### src/rtl/idma_inst64_snitch_pkg.sv
// rtl/idma_inst64_snitch_pkg.sv - Snitch iDMA instruction encodings, status selectors and op decode
// Exports: DM* wildcard encodings, STAT_* selector constants, op_e and decode_op().
package idma_inst64_snitch_pkg;

    // Wildcard encodings: funct7 | rs2 | rs1 | funct3 | rd | opcode
    localparam logic [31:0] DMSRC   = 32'b0000000_?????_?????_000_00000_0101011;
    localparam logic [31:0] DMDST   = 32'b0000001_?????_?????_000_00000_0101011;
    localparam logic [31:0] DMCPYI  = 32'b0000010_?????_?????_000_?????_0101011;
    localparam logic [31:0] DMCPY   = 32'b0000011_?????_?????_000_?????_0101011;
    localparam logic [31:0] DMSTATI = 32'b0000100_?????_00000_000_?????_0101011;
    localparam logic [31:0] DMSTAT  = 32'b0000101_?????_00000_000_?????_0101011;
    localparam logic [31:0] DMSTR   = 32'b0000110_?????_?????_000_00000_0101011;
    localparam logic [31:0] DMREP   = 32'b0000111_00000_?????_000_00000_0101011;
    localparam logic [31:0] DMMCAST = 32'b0001000_00000_?????_000_00000_0101011;

    // Status selectors for DMSTATI / DMSTAT
    localparam logic [4:0] STAT_DONE = 5'd0;
    localparam logic [4:0] STAT_NEXT = 5'd1;
    localparam logic [4:0] STAT_BUSY = 5'd2;

    typedef enum logic [3:0] {
        OP_SRC,
        OP_DST,
        OP_CPYI,
        OP_CPY,
        OP_STATI,
        OP_STAT,
        OP_STR,
        OP_REP,
        OP_MCAST,
        OP_ILLEGAL
    } op_e;

    function automatic op_e decode_op(input logic [31:0] op);
        if (op ==? DMSRC)   return OP_SRC;
        if (op ==? DMDST)   return OP_DST;
        if (op ==? DMCPYI)  return OP_CPYI;
        if (op ==? DMCPY)   return OP_CPY;
        if (op ==? DMSTATI) return OP_STATI;
        if (op ==? DMSTAT)  return OP_STAT;
        if (op ==? DMSTR)   return OP_STR;
        if (op ==? DMREP)   return OP_REP;
        if (op ==? DMMCAST) return OP_MCAST;
        return OP_ILLEGAL;
    endfunction

endpackage

### src/rtl/idma_inst64_decoder_if.sv
// rtl/idma_inst64_decoder_if.sv - offload request, writeback and DMA transfer-request bundle
// slave : decoder side (accepts acc_req_*, drives acc_rsp_* and dma_*)
// master: core / back-end side
interface idma_inst64_decoder_if #(
    parameter int unsigned AddrWidth = 48
);
    logic                 acc_req_valid_i;
    logic                 acc_req_ready_o;
    logic [31:0]          acc_req_op_i;
    logic [31:0]          acc_req_arga_i;
    logic [31:0]          acc_req_argb_i;
    logic [4:0]           acc_req_rd_i;

    logic                 acc_rsp_valid_o;
    logic                 acc_rsp_ready_i;
    logic [31:0]          acc_rsp_data_o;
    logic [4:0]           acc_rsp_rd_o;

    logic                 dma_req_valid_o;
    logic                 dma_req_ready_i;
    logic [AddrWidth-1:0] dma_src_o;
    logic [AddrWidth-1:0] dma_dst_o;
    logic [31:0]          dma_len_o;
    logic [31:0]          dma_src_stride_o;
    logic [31:0]          dma_dst_stride_o;
    logic [31:0]          dma_reps_o;
    logic [31:0]          dma_mcast_o;
    logic                 dma_decouple_o;
    logic                 dma_2d_o;

    modport slave (
        input  acc_req_valid_i, acc_req_op_i, acc_req_arga_i, acc_req_argb_i, acc_req_rd_i,
        output acc_req_ready_o,
        output acc_rsp_valid_o, acc_rsp_data_o, acc_rsp_rd_o,
        input  acc_rsp_ready_i,
        output dma_req_valid_o, dma_src_o, dma_dst_o, dma_len_o, dma_src_stride_o,
        output dma_dst_stride_o, dma_reps_o, dma_mcast_o, dma_decouple_o, dma_2d_o,
        input  dma_req_ready_i
    );

    modport master (
        output acc_req_valid_i, acc_req_op_i, acc_req_arga_i, acc_req_argb_i, acc_req_rd_i,
        input  acc_req_ready_o,
        input  acc_rsp_valid_o, acc_rsp_data_o, acc_rsp_rd_o,
        output acc_rsp_ready_i,
        input  dma_req_valid_o, dma_src_o, dma_dst_o, dma_len_o, dma_src_stride_o,
        input  dma_dst_stride_o, dma_reps_o, dma_mcast_o, dma_decouple_o, dma_2d_o,
        output dma_req_ready_i
    );
endinterface

### src/rtl/idma_inst64_decoder.sv
// rtl/idma_inst64_decoder.sv - decodes Snitch DMA instructions into transfer requests and writebacks
// clk_i/rst_i        : clock, asynchronous active-high reset
// bus (slave)        : offload request, writeback response, DMA transfer request
// next_id_i/done_id_i: back-end transfer IDs; busy_i: back-end busy
// illegal_o          : pulses in the cycle an unrecognised op is accepted
module idma_inst64_decoder
    import idma_inst64_snitch_pkg::*;
#(
    parameter int unsigned AddrWidth = 48,
    parameter int unsigned IdWidth   = 32
) (
    input  logic                 clk_i,
    input  logic                 rst_i,
    idma_inst64_decoder_if.slave bus,
    input  logic [IdWidth-1:0]   next_id_i,
    input  logic [IdWidth-1:0]   done_id_i,
    input  logic                 busy_i,
    output logic                 illegal_o
);

    typedef enum logic [1:0] {IDLE, ISSUE, RESP} state_e;

    state_e               state_q, state_d;
    logic                 alive_q;      // holds ready low until the first edge after reset
    logic                 accept;
    op_e                  op_kind;
    logic [31:0]          next_id32, done_id32, stat_val;
    logic [4:0]           stat_sel;
    logic                 cfg_dec, cfg_2d;
    logic [AddrWidth-1:0] src_q, dst_q;
    logic [31:0]          len_q, src_stride_q, dst_stride_q, reps_q, mcast_q, rsp_data_q;
    logic                 decouple_q, twod_q;
    logic [4:0]           rd_q;

    if (IdWidth >= 32) begin : g_id_trunc
        assign next_id32 = next_id_i[31:0];
        assign done_id32 = done_id_i[31:0];
    end else begin : g_id_ext
        assign next_id32 = {{(32-IdWidth){1'b0}}, next_id_i};
        assign done_id32 = {{(32-IdWidth){1'b0}}, done_id_i};
    end

    assign op_kind = decode_op(bus.acc_req_op_i);

    // Immediate forms take the selector/config from the rs2 field, register forms from argb.
    assign stat_sel = (op_kind == OP_STATI) ? bus.acc_req_op_i[24:20] : bus.acc_req_argb_i[4:0];
    assign cfg_dec  = (op_kind == OP_CPYI)  ? bus.acc_req_op_i[20]    : bus.acc_req_argb_i[0];
    assign cfg_2d   = (op_kind == OP_CPYI)  ? bus.acc_req_op_i[21]    : bus.acc_req_argb_i[1];

    always_comb begin
        stat_val = 32'd0;
        case (stat_sel)
            STAT_DONE: stat_val = done_id32;
            STAT_NEXT: stat_val = next_id32;
            STAT_BUSY: stat_val = {31'd0, busy_i};
            default:   stat_val = 32'd0;
        endcase
    end

    always_ff @(posedge clk_i or posedge rst_i) begin
        if (rst_i) begin
            state_q <= IDLE;
            alive_q <= 1'b0;
        end else begin
            state_q <= state_d;
            alive_q <= 1'b1;
        end
    end

    always_comb begin
        state_d             = state_q;
        accept              = 1'b0;
        illegal_o           = 1'b0;
        bus.acc_req_ready_o = 1'b0;
        bus.dma_req_valid_o = 1'b0;
        bus.acc_rsp_valid_o = 1'b0;
        case (state_q)
            IDLE: begin
                bus.acc_req_ready_o = alive_q;
                if (alive_q && bus.acc_req_valid_i) begin
                    accept = 1'b1;
                    case (op_kind)
                        OP_CPYI, OP_CPY:   state_d = ISSUE;
                        OP_STATI, OP_STAT: state_d = RESP;
                        OP_ILLEGAL:        illegal_o = 1'b1;
                        default:           state_d = IDLE;
                    endcase
                end
            end
            ISSUE: begin
                bus.dma_req_valid_o = 1'b1;
                if (bus.dma_req_ready_i) state_d = RESP;
            end
            RESP: begin
                bus.acc_rsp_valid_o = 1'b1;
                if (bus.acc_rsp_ready_i) state_d = IDLE;
            end
            default: state_d = IDLE;
        endcase
    end

    always_ff @(posedge clk_i or posedge rst_i) begin
        if (rst_i) begin
            src_q        <= '0;
            dst_q        <= '0;
            len_q        <= '0;
            src_stride_q <= '0;
            dst_stride_q <= '0;
            reps_q       <= '0;
            mcast_q      <= '0;
            decouple_q   <= 1'b0;
            twod_q       <= 1'b0;
            rd_q         <= '0;
            rsp_data_q   <= '0;
        end else begin
            if (accept) begin
                case (op_kind)
                    OP_SRC:   src_q <= AddrWidth'({bus.acc_req_argb_i, bus.acc_req_arga_i});
                    OP_DST:   dst_q <= AddrWidth'({bus.acc_req_argb_i, bus.acc_req_arga_i});
                    OP_STR: begin
                        src_stride_q <= bus.acc_req_arga_i;
                        dst_stride_q <= bus.acc_req_argb_i;
                    end
                    OP_REP:   reps_q  <= bus.acc_req_arga_i;
                    OP_MCAST: mcast_q <= bus.acc_req_arga_i;
                    OP_CPYI, OP_CPY: begin
                        len_q      <= bus.acc_req_arga_i;
                        decouple_q <= cfg_dec;
                        twod_q     <= cfg_2d;
                        rd_q       <= bus.acc_req_rd_i;
                    end
                    OP_STATI, OP_STAT: begin
                        rsp_data_q <= stat_val;
                        rd_q       <= bus.acc_req_rd_i;
                    end
                    default: ;
                endcase
            end
            // Writeback of a copy is the ID the back-end assigns on the handshake cycle.
            if (state_q == ISSUE && bus.dma_req_ready_i) rsp_data_q <= next_id32;
        end
    end

    assign bus.acc_rsp_data_o   = rsp_data_q;
    assign bus.acc_rsp_rd_o     = rd_q;
    assign bus.dma_src_o        = src_q;
    assign bus.dma_dst_o        = dst_q;
    assign bus.dma_len_o        = len_q;
    assign bus.dma_src_stride_o = src_stride_q;
    assign bus.dma_dst_stride_o = dst_stride_q;
    assign bus.dma_reps_o       = reps_q;
    assign bus.dma_mcast_o      = mcast_q;
    assign bus.dma_decouple_o   = decouple_q;
    assign bus.dma_2d_o         = twod_q;

endmodule

### src/flat_wrapper.sv
// flat-port wrapper written by rule: the top's interface ports become plain ports
module idma_inst64_decoder_flat import idma_inst64_snitch_pkg::*;
#(
    parameter int unsigned AddrWidth = 48,
    parameter int unsigned IdWidth   = 32
)
  (clk_i, rst_i, next_id_i, done_id_i, busy_i, illegal_o, bus_acc_req_valid_i, bus_acc_req_op_i, bus_acc_req_arga_i, bus_acc_req_argb_i, bus_acc_req_rd_i, bus_acc_req_ready_o, bus_acc_rsp_valid_o, bus_acc_rsp_data_o, bus_acc_rsp_rd_o, bus_acc_rsp_ready_i, bus_dma_req_valid_o, bus_dma_src_o, bus_dma_dst_o, bus_dma_len_o, bus_dma_src_stride_o, bus_dma_dst_stride_o, bus_dma_reps_o, bus_dma_mcast_o, bus_dma_decouple_o, bus_dma_2d_o, bus_dma_req_ready_i);
  idma_inst64_decoder_if #(.AddrWidth(AddrWidth)) bus_i ();
  input  logic clk_i;
  input  logic rst_i;
  input  logic [IdWidth-1:0] next_id_i;
  input  logic [IdWidth-1:0] done_id_i;
  input  logic busy_i;
  output logic illegal_o;
  input wire logic [$bits(bus_i.acc_req_valid_i)-1:0] bus_acc_req_valid_i;
  input wire logic [$bits(bus_i.acc_req_op_i)-1:0] bus_acc_req_op_i;
  input wire logic [$bits(bus_i.acc_req_arga_i)-1:0] bus_acc_req_arga_i;
  input wire logic [$bits(bus_i.acc_req_argb_i)-1:0] bus_acc_req_argb_i;
  input wire logic [$bits(bus_i.acc_req_rd_i)-1:0] bus_acc_req_rd_i;
  output wire logic [$bits(bus_i.acc_req_ready_o)-1:0] bus_acc_req_ready_o;
  output wire logic [$bits(bus_i.acc_rsp_valid_o)-1:0] bus_acc_rsp_valid_o;
  output wire logic [$bits(bus_i.acc_rsp_data_o)-1:0] bus_acc_rsp_data_o;
  output wire logic [$bits(bus_i.acc_rsp_rd_o)-1:0] bus_acc_rsp_rd_o;
  input wire logic [$bits(bus_i.acc_rsp_ready_i)-1:0] bus_acc_rsp_ready_i;
  output wire logic [$bits(bus_i.dma_req_valid_o)-1:0] bus_dma_req_valid_o;
  output wire logic [$bits(bus_i.dma_src_o)-1:0] bus_dma_src_o;
  output wire logic [$bits(bus_i.dma_dst_o)-1:0] bus_dma_dst_o;
  output wire logic [$bits(bus_i.dma_len_o)-1:0] bus_dma_len_o;
  output wire logic [$bits(bus_i.dma_src_stride_o)-1:0] bus_dma_src_stride_o;
  output wire logic [$bits(bus_i.dma_dst_stride_o)-1:0] bus_dma_dst_stride_o;
  output wire logic [$bits(bus_i.dma_reps_o)-1:0] bus_dma_reps_o;
  output wire logic [$bits(bus_i.dma_mcast_o)-1:0] bus_dma_mcast_o;
  output wire logic [$bits(bus_i.dma_decouple_o)-1:0] bus_dma_decouple_o;
  output wire logic [$bits(bus_i.dma_2d_o)-1:0] bus_dma_2d_o;
  input wire logic [$bits(bus_i.dma_req_ready_i)-1:0] bus_dma_req_ready_i;
  assign bus_i.acc_req_valid_i = bus_acc_req_valid_i;
  assign bus_i.acc_req_op_i = bus_acc_req_op_i;
  assign bus_i.acc_req_arga_i = bus_acc_req_arga_i;
  assign bus_i.acc_req_argb_i = bus_acc_req_argb_i;
  assign bus_i.acc_req_rd_i = bus_acc_req_rd_i;
  assign bus_acc_req_ready_o = bus_i.acc_req_ready_o;
  assign bus_acc_rsp_valid_o = bus_i.acc_rsp_valid_o;
  assign bus_acc_rsp_data_o = bus_i.acc_rsp_data_o;
  assign bus_acc_rsp_rd_o = bus_i.acc_rsp_rd_o;
  assign bus_i.acc_rsp_ready_i = bus_acc_rsp_ready_i;
  assign bus_dma_req_valid_o = bus_i.dma_req_valid_o;
  assign bus_dma_src_o = bus_i.dma_src_o;
  assign bus_dma_dst_o = bus_i.dma_dst_o;
  assign bus_dma_len_o = bus_i.dma_len_o;
  assign bus_dma_src_stride_o = bus_i.dma_src_stride_o;
  assign bus_dma_dst_stride_o = bus_i.dma_dst_stride_o;
  assign bus_dma_reps_o = bus_i.dma_reps_o;
  assign bus_dma_mcast_o = bus_i.dma_mcast_o;
  assign bus_dma_decouple_o = bus_i.dma_decouple_o;
  assign bus_dma_2d_o = bus_i.dma_2d_o;
  assign bus_i.dma_req_ready_i = bus_dma_req_ready_i;
  idma_inst64_decoder #(.AddrWidth(AddrWidth), .IdWidth(IdWidth)) u_core (.clk_i(clk_i), .rst_i(rst_i), .bus(bus_i), .next_id_i(next_id_i), .done_id_i(done_id_i), .busy_i(busy_i), .illegal_o(illegal_o));
endmodule
### config.mk
export PLATFORM = sky130hd
export DESIGN_NAME = idma_inst64_decoder_flat
export DESIGN_NICKNAME = d
export VERILOG_FILES = /design/src/rtl/idma_inst64_snitch_pkg.sv /design/src/rtl/idma_inst64_decoder_if.sv /design/src/rtl/idma_inst64_decoder.sv /design/src/flat_wrapper.sv
export SDC_FILE = /design/constraint.sdc
export NUM_CORES = 1
export LEC_CHECK = 0
export ABC_AREA = 1
export CORE_AREA = 2 2 184 186
export DETAILED_ROUTE_END_ITERATION = 12
export DIE_AREA = 0 0 186 188
export GPL_ROUTABILITY_DRIVEN = 0
export GPL_TIMING_DRIVEN = 0
export HOLD_SLACK_MARGIN = 0.05
export PLACE_DENSITY = 0.8
export SYNTH_ARGS = -nofsm -noshare
export SYNTH_HDL_FRONTEND = slang
export SYNTH_SLANG_ARGS = --single-unit
### constraint.sdc
create_clock -name clk_i -period 13.9 [get_ports clk_i]
set_clock_uncertainty 0.1 [all_clocks]
set_input_delay 2.085 -clock clk_i [delete_from_list [all_inputs] [get_ports clk_i]]
set_output_delay 2.085 -clock clk_i [all_outputs]
set_load 0.02 [all_outputs]
==> impl_metrics.csv, run 1 <==
group,metric,value,unit
worst_setup_path,r2r_slack,11.10,ns
sta,tightest_slew,0.773,ns
cts,cts_sinks,298,
detailed_routing,dr_wl_met2,21600,um
global_route,grt_overflow,0,
logic_synthesis,synth_cells,1320,
power_and_ir_drop,total_power,1.92,mW
cts,cts_max_path_buffers,3,
detailed_routing,ant_nets,0,
cts,clkSlewWorstSetupHoldPaths,0.06,ns
logic_synthesis,yosys.area.top_type,"dfrtp_1",
outcome,status,"completed",
floorplanning,start_util,0.370,
power_and_ir_drop,cellPowerDensity,103,nW/um^2
power_and_ir_drop,switching_share,0.223,
logic_synthesis,synth_edf_count,0,
sta,setup_viol,0,
cts,numCtsBuffers,34,
finish,layout_common_cells,"468 x clkdlybuf4s50_1, 353 x nand2_1, 298 x dfrtp_1",
finish,layout_commonest_cell,"clkdlybuf4s50_1",
worst_setup_path,crit_start,"bus_acc_req_op_i[30]",
finish,drive_above_1_share,0.0628,
detailed_routing,viasPerCell,5.10,
power_and_ir_drop,p_comb_frac,0.056,
floorplanning,core_area,33100,sq um
sta,rsz0062_at_grt,"false",
finish,fin_cells,2295,
worst_setup_path,critPathMaxFanout,4,
sta,slew_headroom,0.484,
hold_path,hold_class,"reg -> reg",
detailed_routing,routed-via-count,11700,
finish,multiInputGateArea,3990,sq um
cts,cts_root_buf,"clkbuf_16",
cts,postCtsSetupBuffers,0,
power_and_ir_drop,switching_power,0.429,mW
logic_synthesis,yosysWarnings,0,
finish,area_delta_synth_final,53.0,%
sta,slew_violations,0,
floorplanning,rows,67,
logic_synthesis,ys.flop_type,"dfrtp_1",
sta,holdWs,0.384,ns
sta,period_share,0.477,
cts,cts_tree,"done",
logic_synthesis,ys_ff_latch,298,
power_and_ir_drop,p_leak,8.54,nW
worst_setup_path,end_kind,"primary output",
sta,max_clock_freq,151,MHz
logic_synthesis,synth_area,12200,sq um
power_and_ir_drop,seqPwrFrac,0.451,
detailed_routing,wirelength,45600,um
cts,cts_resized,0,
logic_synthesis,yosysSeqAreaShare,0.609,
finish,seq_area,7460,sq um
worst_setup_path,cp_data_required_time,11.72,ns
power_and_ir_drop,p_clk_frac,0.492,
place,numPlacedInstances,2238,
cts,clk-insertion-delay-late,0.51,ns
floorplanning,dieHeight,188,um
cts,htreeDepth,2,
detailed_routing,drt_first_pass_iters,7,
global_route,grt_pass1_wl,69900,um
finish,fin_nets,1997,
worst_setup_path,r2r_cells,8,
sta,fin_crit,6.63,ns
worst_setup_path,reg2reg_to,"u_core.bus.dma_src_o[10]$_DFFE_PP0P_",
worst_setup_path,crit_type,"in -> out",
worst_setup_path,worstReg2RegStart,"u_core.state_q[0]$_DFFE_PP0P_",
power_and_ir_drop,peakVddDrop,79.5,uV
floorplanning,die_w,186,um
logic_synthesis,postSynthAreaPerCell,9.27,sq um
detailed_routing,wl_met3,4500,um
logic_synthesis,yosys-top-cells-area,"dfrtp_1 61%, nand2_1 11%, o21ai_0 11%",
place,dp_hpwl,33400,um
logic_synthesis,synthDistinctLibCells,30,
cts,ctsHoldBuffers,0,
global_route,grt_pass1_vias,12200,
power_and_ir_drop,p_int,1.49,mW
finish,n_fill_cell,2821,
global_route,antenna_found_initial,1,
sta,setup_tns,0,ns
run,maxCapViolCount,0,
logic_synthesis,syn-num-nets,1491,
global_route,grt_use_total,0.258,
detailed_routing,topRoutingLayerUsed,"met4",
floorplanning,ios,470,
floorplanning,die_area,35000,sq um
logic_synthesis,yosysTopAreaCellShare,0.609,
worst_setup_path,crit_arrival,4.45,ns
detailed_routing,drt_drc_violations_left,0,
detailed_routing,drt_iter0_drc,479,
global_route,grt_max_degree,129,
place,io_buffers,468,
sta,hold_violations,0,
detailed_routing,met1_length,17200,um
worst_setup_path,critPathLaunchType,"primary input",
logic_synthesis,async_flop_share,1.00,
detailed_routing,wire_per_inst,19.9,um
worst_setup_path,endpoint,"illegal_o",
[area by class of cell]
type | count | area share
repair buffers | 470 | 0.253
clock buffers | 45 | 0.0503
well taps | 448 | 0.0299
diodes | 1 | 0.000134
clock inverters | 11 | 0.0123
flip-flops and latches | 298 | 0.398
plain buffers | 73 | 0.0167
inverters | 127 | 0.0259
multi-input cells | 822 | 0.213
[layer usage]
metal / vias to the layer above / global-route usage
li1: 5344 / -
met1: 5668 / 0.302
met3: 132 / 0.0845
met2: 564 / 0.429
met4: 0 / 0.121
met5: - / 0
[Yosys cell counts, types with 2 or more instances]
cell type / instances
buf_6: 3
inv_2: 7
nor3_1: 6
nand2_1: 353
o21ai_2: 3
inv_1: 120
mux2_2: 23
o21ai_1: 19
nor2_2: 6
buf_1: 2
o21ai_0: 261
nor2_1: 44
a32oi_1: 32
nor4_1: 4
buf_2: 13
clkbuf_1: 55
nand3_1: 47
nand4_1: 11
nor2_4: 3
dfrtp_1: 298
[power by group through the flow]
stage	combinational, mW	sequential, mW	clock (mW)
floorplan	0.0363	0.884	0
global placement	0.105	0.884	0
detailed placement	0.108	0.884	0
CTS	0.109	0.868	0.962
global route	0.119	0.867	0.994
finish	0.108	0.868	0.946
[worst max-delay path: stages]
cell,delay [ns]
clkdlybuf4s50_1,0.60
nor2_2,0.09
nand2_1,0.14
inv_1,0.10
nand3_1,0.09
nor2_1,0.07
nor2_1,0.12
nand2_1,0.06
nor2_1,0.10
nand3_1,0.15
nor2_1,0.19
clkdlybuf4s50_1,0.66
[flip-flops by register name, summed over array words and instances (netlist names)]
name and flops:
u_core.bus.dma_reps_o 32, u_core.state_q 2, u_core.bus.dma_len_o 32, u_core.alive_q 1, u_core.bus.acc_rsp_data_o 32, u_core.bus.dma_mcast_o 32
u_core.bus.dma_dst_stride_o 32, u_core.bus.dma_decouple_o 1, u_core.bus.dma_src_o 48, u_core.bus.dma_dst_o 48, u_core.bus.dma_2d_o 1, u_core.bus.dma_src_stride_o 32
u_core.bus.acc_rsp_rd_o 5
[cell families (layout without fill, tap and decap cells)]
logic type      Yosys count  in the layout  share of synthesized area
compound gates          317            317                      0.141
buf+inv                 200            726                     0.0645
flops                   298            298                      0.609
mux                      23             23                     0.0212
other cells               1              2                   0.000306
simple gates            481            481                      0.164
[stage by stage]
step | util | worst slack, ns | area, sq um
final | 0.565 | 7.27 | 18700
after global routing | 0.565 | 7.12 | 18700
after CTS | 0.565 | 7.27 | 18700
after detailed placement | 0.530 | 7.28 | 17500
after global placement | 0.528 | -0.0397 | 17500
after floorplan | - | 3.48 | 12200
[worst min path at each step]
stage | cells past startpoint | slack, ns | start | endpoint
global route | 2 | 0.40 | u_core.bus.dma_dst_o[10]$_DFFE_PP0P_ | u_core.bus.dma_dst_o[10]$_DFFE_PP0P_
CTS | 2 | 0.39 | u_core.bus.dma_reps_o[25]$_DFFE_PP0P_ | u_core.bus.dma_reps_o[25]$_DFFE_PP0P_
global placement | 2 | 0.36 | u_core.bus.dma_dst_o[15]$_DFFE_PP0P_ | u_core.bus.dma_dst_o[15]$_DFFE_PP0P_
detailed placement | 2 | 0.37 | u_core.bus.dma_dst_o[10]$_DFFE_PP0P_ | u_core.bus.dma_dst_o[10]$_DFFE_PP0P_
floorplan | 4 | 0.47 | u_core.state_q[1]$_DFFE_PP0P_ | u_core.state_q[0]$_DFFE_PP0P_
finish | 2 | 0.38 | u_core.bus.dma_len_o[15]$_DFFE_PP0P_ | u_core.bus.dma_len_o[15]$_DFFE_PP0P_
Power figures use the tool's default switching activity.
==> run 2, diff against run 1 <==
- clock period: 13.9 -> 6.3 ns (I/O delays scaled with it)
==> run 2 against run 1 <==
  * Cell area shrank 0.28%
  * Wire length shrank 0.79%
  * Clock power grew 96%
  * Largest power group is now sequential cells
  * Critical endpoint unchanged
  * Global-route usage shrank 0.44 points
  * Core utilization shrank 0.16 points
  * Register-to-register slack lost 7.6 ns
  * Non-clock buffer count grew 6
  * Critical path depth is the same
  * Hold slack lost 0.0019 ns
  * Highest routed layer unchanged
  * Via count grew 0.11%
  * Largest cell class unchanged
==> impl_metrics.csv, run 2 (synthesis results as in run 1) <==
group,metric,value,unit
global_route,antenna_found_initial,1,
finish,layout_common_cells,"468 x clkdlybuf4s50_1, 353 x nand2_1, 298 x dfrtp_1",
worst_setup_path,critPathLaunchType,"primary input",
detailed_routing,drt_first_pass_iters,5,
hold_path,hold_start,"u_core.bus.dma_src_o[1]$_DFFE_PP0P_",
sta,fin_crit,4.43,ns
cts,cts_max_path_buffers,3,
power_and_ir_drop,p_leak,8.51,nW
detailed_routing,wirelength,45200,um
worst_setup_path,cp_data_required_time,5.25,ns
sta,rsz0062_at_grt,"false",
worst_setup_path,reg2reg_to,"u_core.bus.dma_dst_o[32]$_DFFE_PP0P_",
finish,n_fill_cell,2822,
global_route,grt_max_degree,44,
cts,postCtsSetupBuffers,0,
finish,layout_commonest_cell,"clkdlybuf4s50_1",
sta,period_share,0.704,
floorplanning,dieHeight,188,um
global_route,grt_overflow,0,
finish,post-route-util,0.564,
finish,multiInputGateArea,3990,sq um
hold_path,hold-path-endpoint,"u_core.bus.dma_src_o[1]$_DFFE_PP0P_",
floorplanning,die_w,186,um
floorplanning,core_area,33100,sq um
finish,antennaDiodeCount,0,
floorplanning,start_util,0.370,
detailed_routing,viasPerCell,5.10,
global_route,grtUsageMet3,0.0775,
power_and_ir_drop,total_power,4.01,mW
sta,slew_violations,0,
sta,worst_slack,1.87,ns
finish,seq_area,7460,sq um
worst_setup_path,r2r_slack,3.54,ns
cts,ctsHoldBuffers,0,
global_route,grt_use_total,0.254,
sta,setup_viol,0,
sta,hold_violations,0,
cts,cts_sinks,298,
sta,slew_headroom,0.454,
run,maxCapViolCount,0,
detailed_routing,routed-via-count,11700,
cts,cts_tree,"done",
worst_setup_path,worstReg2RegStart,"u_core.state_q[0]$_DFFE_PP0P_",
detailed_routing,drt_drc_violations_left,0,
sta,max_clock_freq,226,MHz
cts,htreeDepth,1,
floorplanning,rows,67,
global_route,grt_most_used_layer,"met2",
global_route,met1_usage,0.299,
place,io_buffers,468,
detailed_routing,wire_per_inst,19.7,um
global_route,grt_pass1_wl,68800,um
floorplanning,die_area,35000,sq um
outcome,status,"completed",
cts,numCtsBuffers,30,
finish,drive_above_1_share,0.0643,
global_route,grt_use_met2,0.429,
cts,clk-insertion-delay-late,0.55,ns
sta,tightest_slew,0.819,ns
worst_setup_path,critPathMaxFanout,4,
floorplanning,ios,470,
hold_path,hold_class,"reg -> reg",
worst_setup_path,end_kind,"primary output",
finish,area_delta_synth_final,52.5,%
worst_setup_path,crit_arrival,3.39,ns
sta,setup_tns,0,ns
cts,cts_root_buf,"clkbuf_16",
hold_path,min_path_cells,2,
worst_setup_path,crit_type,"in -> out",
worst_setup_path,r2r_cells,8,
cts,clkSlewWorstSetupHoldPaths,0.06,ns
finish,fin_nets,1999,
detailed_routing,drt_iter0_drc,740,
power_and_ir_drop,peakVddDrop,217,uV
global_route,grt_pass1_vias,12100,
cts,cts_resized,0,
place,pre_cts_ws,1.98,ns
detailed_routing,ant_nets,0,
place,dp_hpwl,33700,um
power_and_ir_drop,cellPowerDensity,215,nW/um^2
==> run 2: how the worst max path moves through the flow <==
stage                               startpoint                                        end  slack [ns]  depth (start not counted)
after floorplan                          rst_i                   u_core.alive_q$_DFF_PP0_        1.30                          1
after global placement                   rst_i  u_core.bus.acc_rsp_data_o[12]$_DFFE_PP0P_       -0.74                          2
after detailed placement  bus_acc_req_op_i[30]                                  illegal_o        1.98                         12
after CTS                 bus_acc_req_op_i[30]                                  illegal_o        1.97                         12
after global routing      bus_acc_req_op_i[12]                                  illegal_o        1.78                         12
final                     bus_acc_req_op_i[30]                                  illegal_o        1.87                         12
==> run 2: area by class of cell <==
class                           instances  share of cell area
Buffer                                 73              0.0168
Clock buffer                           45              0.0481
Clock inverter                          9             0.00657
Inverter                              127              0.0257
Multi-Input combinational cell        822               0.214
Sequential cell                       298               0.399
Tap cell                              448              0.0300
Timing Repair Buffer                  476               0.260
==> run 2: power by group <==
group / total, mW / leakage [nW] / internal, mW / switching [mW]
clock network: 1.85 / 0.503 / 1.10 / 0.751
registers: 1.91 / 4.16 / 1.91 / 0.000201
logic: 0.246 / 3.85 / 0.119 / 0.127
total: 4.01 / 8.51 / 3.13 / 0.878
==> run 2: routing by layer <==
metal | wire length (um) | part of all wire
met1 | 16700 | 0.37
met2 | 22000 | 0.49
met3 | 4710 | 0.10
met4 | 1780 | 0.039
met5 | 0 | 0
==> run 2: worst max-delay path, stage by stage <==
cell and delay (ns):
clkdlybuf4s50_1 0.55, nor2_2 0.09, nand2_1 0.14, inv_1 0.10, nand3_1 0.11, nor2_1 0.09, nor2_1 0.15, nand2_1 0.06
nor2_1 0.09, nand3_1 0.15, nor2_1 0.25, clkdlybuf4s50_1 0.65
==> run 2: through the flow <==
stage          area [sq um]  instances  hold slack (ns)
6_report              18700       2298            0.382
5_1_grt               18700       2298            0.405
4_1_cts               18700       2298            0.387
3_5_place_dp          17600       2244            0.372
3_3_place_gp          17500       2236            0.365
2_1_floorplan         12200       1320            0.474
==> run 3, diff against run 2 <==
- PLACE_DENSITY: 0.8 -> 0.82
- clock period: 6.3 -> 3.7 ns (I/O delays scaled with it)
==> run 3 against run 2 <==
  * Die area stayed put
  * Critical path depth down 9
  * Setup slack got worse by 1.4 ns
  * Sequential power is 71% higher
  * Critical endpoint is now bus_dma_req_valid_o
  * Largest power group unchanged
==> impl_metrics.csv, run 3 (synthesis results as in run 1) <==
group,metric,value,unit
sta,hold_violations,0,
global_route,grt_pass1_wl,70100,um
place,dp_hpwl,34400,um
power_and_ir_drop,cellPowerDensity,367,nW/um^2
detailed_routing,drt_first_pass_iters,5,
run,maxCapViolCount,0,
detailed_routing,drt_iter0_drc,626,
finish,n_fill_cell,2791,
sta,period_share,0.870,
global_route,grt_max_degree,45,
finish,layout_common_cells,"467 x clkdlybuf4s50_1, 353 x nand2_1, 298 x dfrtp_1",
finish,area_delta_synth_final,52.6,%
floorplanning,die_w,186,um
cts,cts_root_buf,"clkbuf_16",
hold_path,hold_class,"in -> async",
global_route,grt_use_total,0.260,
floorplanning,rows,67,
sta,holdWs,0.368,ns
floorplanning,core_area,33100,sq um
floorplanning,die_area,35000,sq um
worst_setup_path,critPathLaunchType,"flip-flop",
detailed_routing,wire_per_inst,20.1,um
worst_setup_path,crit_type,"reg -> out",
floorplanning,dieHeight,188,um
global_route,antenna_found_initial,1,
worst_setup_path,cp_data_required_time,3.04,ns
cts,ctsHoldBuffers,0,
cts,cts_tree,"done",
global_route,grt_overflow,0,
outcome,status,"completed",
detailed_routing,ant_nets,0,
worst_setup_path,critPathMaxFanout,10,
detailed_routing,viasPerCell,5.13,
place,io_buffers,468,
detailed_routing,routed-via-count,11800,
sta,slew_violations,0,
floorplanning,ios,470,
power_and_ir_drop,peakVddDrop,435,uV
sta,tightest_slew,0.741,ns
worst_setup_path,crit_arrival,2.56,ns
sta,max_clock_freq,311,MHz
power_and_ir_drop,p_leak,8.53,nW
sta,fin_crit,3.22,ns
cts,cts_sinks,298,
sta,setup_tns,0,ns
finish,layout_commonest_cell,"clkdlybuf4s50_1",
cts,numCtsBuffers,31,
cts,clk-insertion-delay-late,0.55,ns
cts,htreeDepth,1,
finish,fin_nets,1999,
sta,rsz0062_at_grt,"false",
global_route,grt_pass1_vias,12400,
worst_setup_path,end_kind,"primary output",
detailed_routing,wirelength,46200,um
cts,cts_max_path_buffers,3,
cts,clkSlewWorstSetupHoldPaths,0.06,ns
floorplanning,start_util,0.370,
sta,slew_headroom,0.505,
finish,drive_above_1_share,0.0643,
sta,setup_viol,0,
detailed_routing,drt_drc_violations_left,0,
-- run 3: cell types whose count changed in the layout (fill, tap and decap cells not counted) --
cell,change
buf_12,-1
clkbuf_8,+2
clkdlybuf4s50_1,-1
clkinvlp_4,-1
diode_2,+1
dlymetal6s2s_1,+1
-- run 3: cell type report --
| class | count | area (sq um) | area share |
|---|---|---|---|
| clock buffer | 47 | 926 | 0.0496 |
| inverter | 127 | 480 | 0.0257 |
| timing repair buffer | 475 | 4830 | 0.259 |
| multi-input combinational | 822 | 3990 | 0.214 |
| tap | 448 | 561 | 0.0300 |
| buffer | 73 | 313 | 0.0168 |
| clock inverter | 8 | 115 | 0.00616 |
| antenna | 1 | 2.50 | 0.000134 |
| sequential | 298 | 7460 | 0.399 |
-- run 3: worst max-delay path, stage by stage, from the launching register on --
cell and delay [ns]:
dfrtp_1 0.40, nor2_1 0.46, clkbuf_1 0.45, clkdlybuf4s50_1 0.70
-- run 3: report_power, final --
| group | switching, mW | internal, mW | leakage (nW) |
|---|---|---|---|
| Combinational | 0.220 | 0.200 | 3.85 |
| Sequential | 0.000481 | 3.26 | 4.16 |
| Clock | 1.27 | 1.91 | 0.517 |
-- run 3: path summary, 6_finish.rpt --
path | startpoint | end | slack (ns) | cells past startpoint
worst min-delay path | rst_i | u_core.bus.dma_reps_o[7]$_DFFE_PP0P_ | 0.37 | 2
worst max-delay path | u_core.state_q[1]$_DFFE_PP0P_ | bus_dma_req_valid_o | 0.48 | 3
worst min register to register | u_core.bus.dma_reps_o[1]$_DFFE_PP0P_ | u_core.bus.dma_reps_o[1]$_DFFE_PP0P_ | 0.38 | 2
worst max register to register | u_core.state_q[0]$_DFFE_PP0P_ | u_core.bus.dma_dst_o[11]$_DFFE_PP0P_ | 0.93 | 8
min in group clk_i | bus_dma_req_ready_i | u_core.state_q[0]$_DFFE_PP0P_ | 0.37 | 4
max in group asynchronous | rst_i | u_core.bus.dma_dst_o[28]$_DFFE_PP0P_ | 1.65 | 6
-- run 3: repair_timing --
action | CTS | global route
buffers inserted | 0 | 0
resized for setup | 0 | 1
setup endpoints to repair | 0 | 1
-- run 3: metrics by stage --
stage / setup WS, ns / power, mW / std cells / util / area, sq um
finish: 0.480 / 6.86 / 2299 / 0.564 / 18700
global route: 0.342 / 7.07 / 2299 / 0.564 / 18700
CTS: 0.232 / 6.91 / 2298 / 0.564 / 18700
detailed placement: 0.236 / 3.74 / 2243 / 0.532 / 17600
global placement: -2.95 / 3.71 / 2236 / 0.528 / 17500
floorplan: -0.914 / 3.46 / 1320 / - / 12200
-- run 3: metal layers --
| layer | track usage | share of wire | up-vias |
|---|---|---|---|
| met5 | 0 | 0 | - |
| met4 | 0.0978 | 0.037 | 0 |
| met3 | 0.0761 | 0.097 | 107 |
| met2 | 0.455 | 0.49 | 566 |
| met1 | 0.298 | 0.37 | 5785 |
| li1 | - | - | 5343 |
